==> src/rtl/window_generator.sv <==
// rtl/window_generator.sv - 5x5 sliding window generator over a row-major pixel stream.
module window_generator #(
  parameter int DATA_W = 16,
  parameter int IMG_W  = 32,
  parameter int IMG_H  = 32
) (
  input  logic                     clk,
  input  logic                     rst,
  input  logic                     start,
  input  logic                     in_valid,
  input  logic signed [DATA_W-1:0] in_pixel,
  output logic signed [DATA_W-1:0] window [0:4][0:4],
  output logic                     out_valid,
  output logic                     frame_done
);

  localparam int CW = $clog2(IMG_W);
  localparam int RW = $clog2(IMG_H);

  logic [CW-1:0] col_q, col_d, col_cur;
  logic [RW-1:0] row_q, row_d, row_cur;
  logic          out_valid_q, out_valid_d;
  logic          frame_done_q, frame_done_d;

  logic signed [DATA_W-1:0] win_q [0:4][0:4];
  logic signed [DATA_W-1:0] win_d [0:4][0:4];
  logic signed [DATA_W-1:0] line_q [0:3][0:IMG_W-1];

  // A start pulse makes this cycle's pixel (if any) land at (0,0).
  always_comb begin
    col_cur      = start ? '0 : col_q;
    row_cur      = start ? '0 : row_q;
    col_d        = col_cur;
    row_d        = row_cur;
    out_valid_d  = 1'b0;
    frame_done_d = 1'b0;
    win_d        = win_q;
    if (in_valid) begin
      out_valid_d  = (row_cur >= RW'(4)) && (col_cur >= CW'(4));
      frame_done_d = (row_cur == RW'(IMG_H-1)) && (col_cur == CW'(IMG_W-1));
      if (col_cur == CW'(IMG_W-1)) begin
        col_d = '0;
        row_d = (row_cur == RW'(IMG_H-1)) ? '0 : row_cur + 1'b1;
      end else begin
        col_d = col_cur + 1'b1;
      end
      for (int i = 0; i < 5; i++) begin
        for (int j = 0; j < 4; j++) begin
          win_d[i][j] = win_q[i][j+1];
        end
      end
      win_d[0][4] = line_q[3][col_cur];
      win_d[1][4] = line_q[2][col_cur];
      win_d[2][4] = line_q[1][col_cur];
      win_d[3][4] = line_q[0][col_cur];
      win_d[4][4] = in_pixel;
    end
  end

  always_ff @(posedge clk or posedge rst) begin
    if (rst) begin
      col_q        <= '0;
      row_q        <= '0;
      out_valid_q  <= 1'b0;
      frame_done_q <= 1'b0;
      for (int i = 0; i < 5; i++) begin
        for (int j = 0; j < 5; j++) begin
          win_q[i][j] <= '0;
        end
      end
    end else begin
      col_q        <= col_d;
      row_q        <= row_d;
      out_valid_q  <= out_valid_d;
      frame_done_q <= frame_done_d;
      win_q        <= win_d;
    end
  end

  // line0 holds the row just above the incoming pixel, line3 the oldest row.
  always_ff @(posedge clk) begin
    if (in_valid) begin
      line_q[0][col_cur] <= in_pixel;
      line_q[1][col_cur] <= line_q[0][col_cur];
      line_q[2][col_cur] <= line_q[1][col_cur];
      line_q[3][col_cur] <= line_q[2][col_cur];
    end
  end

  assign window     = win_q;
  assign out_valid  = out_valid_q;
  assign frame_done = frame_done_q;

endmodule

==> config.mk <==
export PLATFORM = sky130hd
export DESIGN_NAME = window_generator
export DESIGN_NICKNAME = d
export VERILOG_FILES = /design/src/rtl/window_generator.sv
export SDC_FILE = /design/constraint.sdc
export NUM_CORES = 2
export LEC_CHECK = 0
export ABC_AREA = 1
export ABC_CLOCK_PERIOD_IN_PS = 13750
export BUFFER_PORTS_ARGS = -buffer_cell sky130_fd_sc_hd__clkbuf_2
export CAP_MARGIN = 0
export CORE_ASPECT_RATIO = 1.2
export CORE_MARGIN = 4
export CORE_UTILIZATION = 55
export DETAILED_ROUTE_END_ITERATION = 7
export HOLD_SLACK_MARGIN = 0.08
export PLACE_DENSITY = 0.72
export RECOVER_POWER = 50
export SLEW_MARGIN = 20
export SYNTH_ARGS = -nofsm -noshare
export SYNTH_HDL_FRONTEND = slang
export SYNTH_SLANG_ARGS = --single-unit
==> constraint.sdc <==
create_clock -name clk -period 13.75 [get_ports clk]
set_clock_uncertainty 0.1 [all_clocks]
set_input_delay 0.6875 -clock clk [delete_from_list [all_inputs] [get_ports clk]]
set_output_delay 0.6875 -clock clk [all_outputs]
set_load 0.005 [all_outputs]
## Word level (Yosys, flattened, before mapping)

Memory sizes are Yosys's and may differ from the RTL's.
Cells that the tools add are included.

- Div/mod/pow operators: 0
- Shift operators: 0
- Mux-type cells: 25
- Order comparisons: 4
- Add/subtract/negate cells: 2
- Reduce and logical (&&, ||, !) cells: 3
- $mul: 0
- Bitwise gates (word level): 1
- Equality and inequality tests: 2

Operators by type and width:

| kind | count |
|---|---|
| $mux W512 | 1 |
| $bmux W16 S5 | 4 |
| $mux W16 | 9 |
| $demux W16 S5 | 1 |
| $mux W5 | 7 |
| $add A5 B1 Y5 const B | 2 |
| $eq A5 B5 Y1 const B | 2 |
| $ge A5 B3 Y1 const B | 2 |
| $ge A6 B6 Y1 const B | 1 |
| $lt A6 B1 Y1 const B | 1 |
| $not A5 Y6 | 1 |
| $logic_and A1 B1 Y1 | 3 |
| $mux W1 | 3 |

- Latch bits: 0
- RAM bits: 2048
- Memories: 1
- Register bits after elaboration: 412
- Logic and storage cells: 67
- ROM bits: 0

Memories:

| memory | words | bits a word | read ports | clocked after memory_dff | wr ports | line | RTL |
|---|---|---|---|---|---|---|---|
| line_q | 4 | 512 | 4 | 0 | 4 | 27 | `logic signed [DATA_W-1:0] line_q [0:3][0:IMG_W-1];` |

## Longest topological paths before layout

- Depth in word-level cells: 7
- Depth in mapped cells: 16

## Worst setup path after synthesis

No wires, ideal clock.

- Path kind: input-to-reg
- Start: in start
- End: mem line_q[0][176] (netlist name), enable pin
- Data arrival time: 4.576 ns
- Cell stages on the path: 9
- Path buffers: 4
- Setup slack: 8.587 ns
- Cells stage by stage: buf_4 > inv_2 > nand2_2 > buf_2 > buf_2 > buf_2 > ha_1 > nand2_1 > nor2_1

RTL lines:

| what | line | RTL |
|---|---|---|
| from (decl) | 9 | `input logic start,` |
| to (decl) | 27 |  |

==> results.py <==
metrics = {
    "clock_tree": {
        "cts_tree": "built",
        "post_cts_resized": 0,
        "clockRootBuffer": "clkbuf_16",
        "insertion_delay_ps": 860,
        "clockBufferDepth": 3,
        "cts.clk_slew.worst_paths_ps": 60,
        "cts-htree-levels": 4,
        "cts_made_buffers": 214,
        "clock_sinks": 2460,
    },
    "synthesis": {
        "synthFlopType": "edfxtp_1",
        "ys_warn_count": 0,
        "syn_area_um2": 100000,
        "yosysMostFrequentCell": "nand2_1",
        "synth-seq-area-share_pct": 71.8,
        "ys_async_sr_fraction_pct": 16.7,
        "ys_types": 28,
        "synth_edf_count": 2048,
        "synth_top_area_share_pct": 61.5,
        "syn_avg_cell_area_um2": 10.7,
        "synth_largest_area_cell": "edfxtp_1",
        "synth_commonest_cells": "3,869 x nand2_1, 2,048 x edfxtp_1, 1,039 x inv_1",
        "synthCells": 9356,
        "syn_nets": 9381,
        "yosys_register_bits": 2460,
        "ys_top_cells_by_area": "edfxtp_1 61%, nand2_1 15%, dfrtp_1 10%",
    },
    "power": {
        "seqPwrFrac_pct": 53.0,
        "ir_worst_vdd_v": 0.000117,
        "total_power_mw": 16.7,
        "clockPowerShare_pct": 36.6,
        "leakagePower_nw": 46.8,
        "powerDensity_nw_per_um2": 150,
        "switching_share_pct": 25.2,
        "internal_power_mw": 12.5,
        "combPwrFrac_pct": 10.4,
        "switching_power_mw": 4.20,
    },
    "sta": {
        "drv_slew": 1713,
        "maxSlewHeadroom_pct": -337,
        "hold_violations": 0,
        "fmax_mhz": 105,
        "rsz0062_at_grt": "no",
        "worstMarginPinSlew_ps": 6510,
        "min_period_ps": 9560,
        "finalSetupViolations": 0,
        "post-route-period-util_pct": 69.5,
        "setup_tns_ps": 0,
    },
    "worst_setup_path": {
        "cp-end-kind": "register",
        "regToRegStartpoint": "col_q[1]",
        "critPathLaunchType": "input pin",
        "critical_path_required_ps": 13970,
        "crit_path_max_fanout": 116,
        "r2r_slack_ps": 6800,
        "path_class": "input pin to register",
        "r2r-end": "line_q[2][390]",
        "worstPathArrival_ps": 9780,
        "rr_worst_depth": 8,
        "crit_path_start": "in_valid",
    },
    "placement": {
        "port_buffers": 421,
        "dp_hpwl_um": 156000,
        "place_congestion": 0.861,
        "placed_cells": 11900,
    },
    "flow_run": {
        "maxCapViolations": 52,
    },
    "global_routing": {
        "grt_pass1_wl_um": 432000,
        "grt_pass1_vias": 66700,
        "use_met2_pct": 51.2,
        "grt_usage_pct": 31.1,
        "antenna_found_initial": 10,
        "grt_max_degree": 190,
        "grt_overflow": 0,
        "grt_util_met3_pct": 6.59,
        "busiest_layer": "met2",
        "use_met1_pct": 39.4,
    },
    "detailed_routing": {
        "drtAntennaViolNets": 0,
        "via_per_inst": 5.72,
        "num_vias": 70400,
        "drt_wl_total_um": 297000,
        "drt_pass1_iterations": 7,
        "drtIter0Drc": 9356,
        "route.detailed.drc": 0,
        "routedWlPerCell_um": 24.1,
    },
    "floorplan": {
        "dieArea_um2": 189000,
        "coreArea_um2": 181000,
        "initial_utilization_pct": 55.3,
        "die_width_um": 397,
        "die_y_um": 475,
        "floorplan.rows": 171,
        "ios": 422,
    },
    "finish": {
        "fin_cells": 12300,
        "syn2layout_area_growth_pct": 11.2,
        "final_util_pct": 61.5,
        "drive_gt1_share_pct": 6.34,
        "fillers": 14000,
        "nets": 9715,
    },
    "run_status": {
        "status": "finished, violations left",
        "violations": "max-capacitance violations, max-slew violations",
    },
    "hold_path": {
        "hp-start": "start",
        "min_path_type": "input pin to register",
        "hold_path_depth": 3,
        "min_to": "row_q[2]",
    },
}
==> cells in the final DEF, fill, tap and decap left out, types with 10 or more instances in the layout <==
cell          n
a21oi_1     168
o211ai_1     21
clkbuf_16   222
nand4_1      46
clkbuf_8     18
bufinv_16    19
clkbuf_2    111
nand3_2      14
clkinv_1     40
inv_1      1037
nor2_1      188
nand3_1     956
nor2_4       27
o21ai_0      74
clkinv_2     45
buf_12       12
diode_2      10
edfxtp_1   2048
nand2_1    3861
dfrtp_1     411
buf_4       109
clkbuf_1    391
==> worst max-delay path by stage <==
stage / cells after the start / end / slack (ps)
2_1_floorplan: 1 / col_q[0] / 1500
3_3_place_gp: 13 / line_q[2][142] / 7250
3_5_place_dp: 13 / line_q[2][110] / 7200
4_1_cts: 13 / line_q[2][414] / 8020
5_1_grt: 5 / col_q[0] / 3970
6_report: 5 / line_q[2][165] / 4190
==> cell families (layout without fill, tap and decap cells) <==
group | after synthesis | after routing | synth area share (%)
other | 0 | 10 | 0
buffers and inverters | 1510 | 2034 | 6.10
adders and majority gates | 5 | 5 | 0.0626
DFF | 2460 | 2460 | 71.8
AOI/OAI and AO/OA | 265 | 265 | 1.38
xor gates and xnor gates | 3 | 3 | 0.0263
and+or+nand+nor | 5113 | 5113 | 20.6
==> sequential cells by signal, indices dropped and copies added, names as in the netlist <==
signal / cells
line_q: 2048
out_valid: 1
row_q: 5
window: 400
col_q: 5
frame_done: 1
==> worst max-delay path, stage by stage <==
cell,delay (ps)
clkbuf_1,4150
nand3_1,530
clkbuf_1,630
nor2_4,230
clkbuf_1,3370
==> repair_timing <==
| action | 4_1_cts | 5_1_grt |
|---|---|---|
| hold endpoints to repair | 123 | 0 |
| setup buffers | 0 | 0 |
| hold buffers | 1 | 0 |
==> per-layer routing <==
metal  wire length (µm)  part of all wire [%]  vias to the layer above
met4              16000                   5.4                       12
met1             105000                    35                    33800
met5                 81                 0.027                        -
met2             140000                    47                     4568
met3              35600                    12                      962
li1                   -                     -                    31000
==> layout make-up <==
type	count	area, µm²	share of cell area (%)
timing repair buffer	579	2930	2.64
tap	2422	3030	2.73
multi-input combinational	5386	22400	20.1
inverter	1049	3950	3.55
clock buffer	291	6010	5.41
antenna	10	25.0	0.0225
sequential	2460	71800	64.6
clock inverter	115	1060	0.955
==> power by group through the flow <==
stage | clock network (mW) | logic [mW] | registers, mW
after global placement | 0 | 1.70 | 8.98
final | 6.09 | 1.73 | 8.84
after detailed placement | 0 | 1.73 | 8.99
after floorplan | 0 | 0.950 | 8.92
after CTS | 6.12 | 1.75 | 8.84
after global routing | 6.44 | 1.90 | 8.86
==> through the flow <==
step	hold slack [ps]	setup slack, ps	cell area (µm²)
2_1_floorplan	365	1500	100000
3_3_place_gp	352	7250	105000
3_5_place_dp	357	7200	105000
4_1_cts	214	8020	112000
5_1_grt	347	3970	111000
6_report	338	4190	111000
Power figures use the tool's default switching activity.
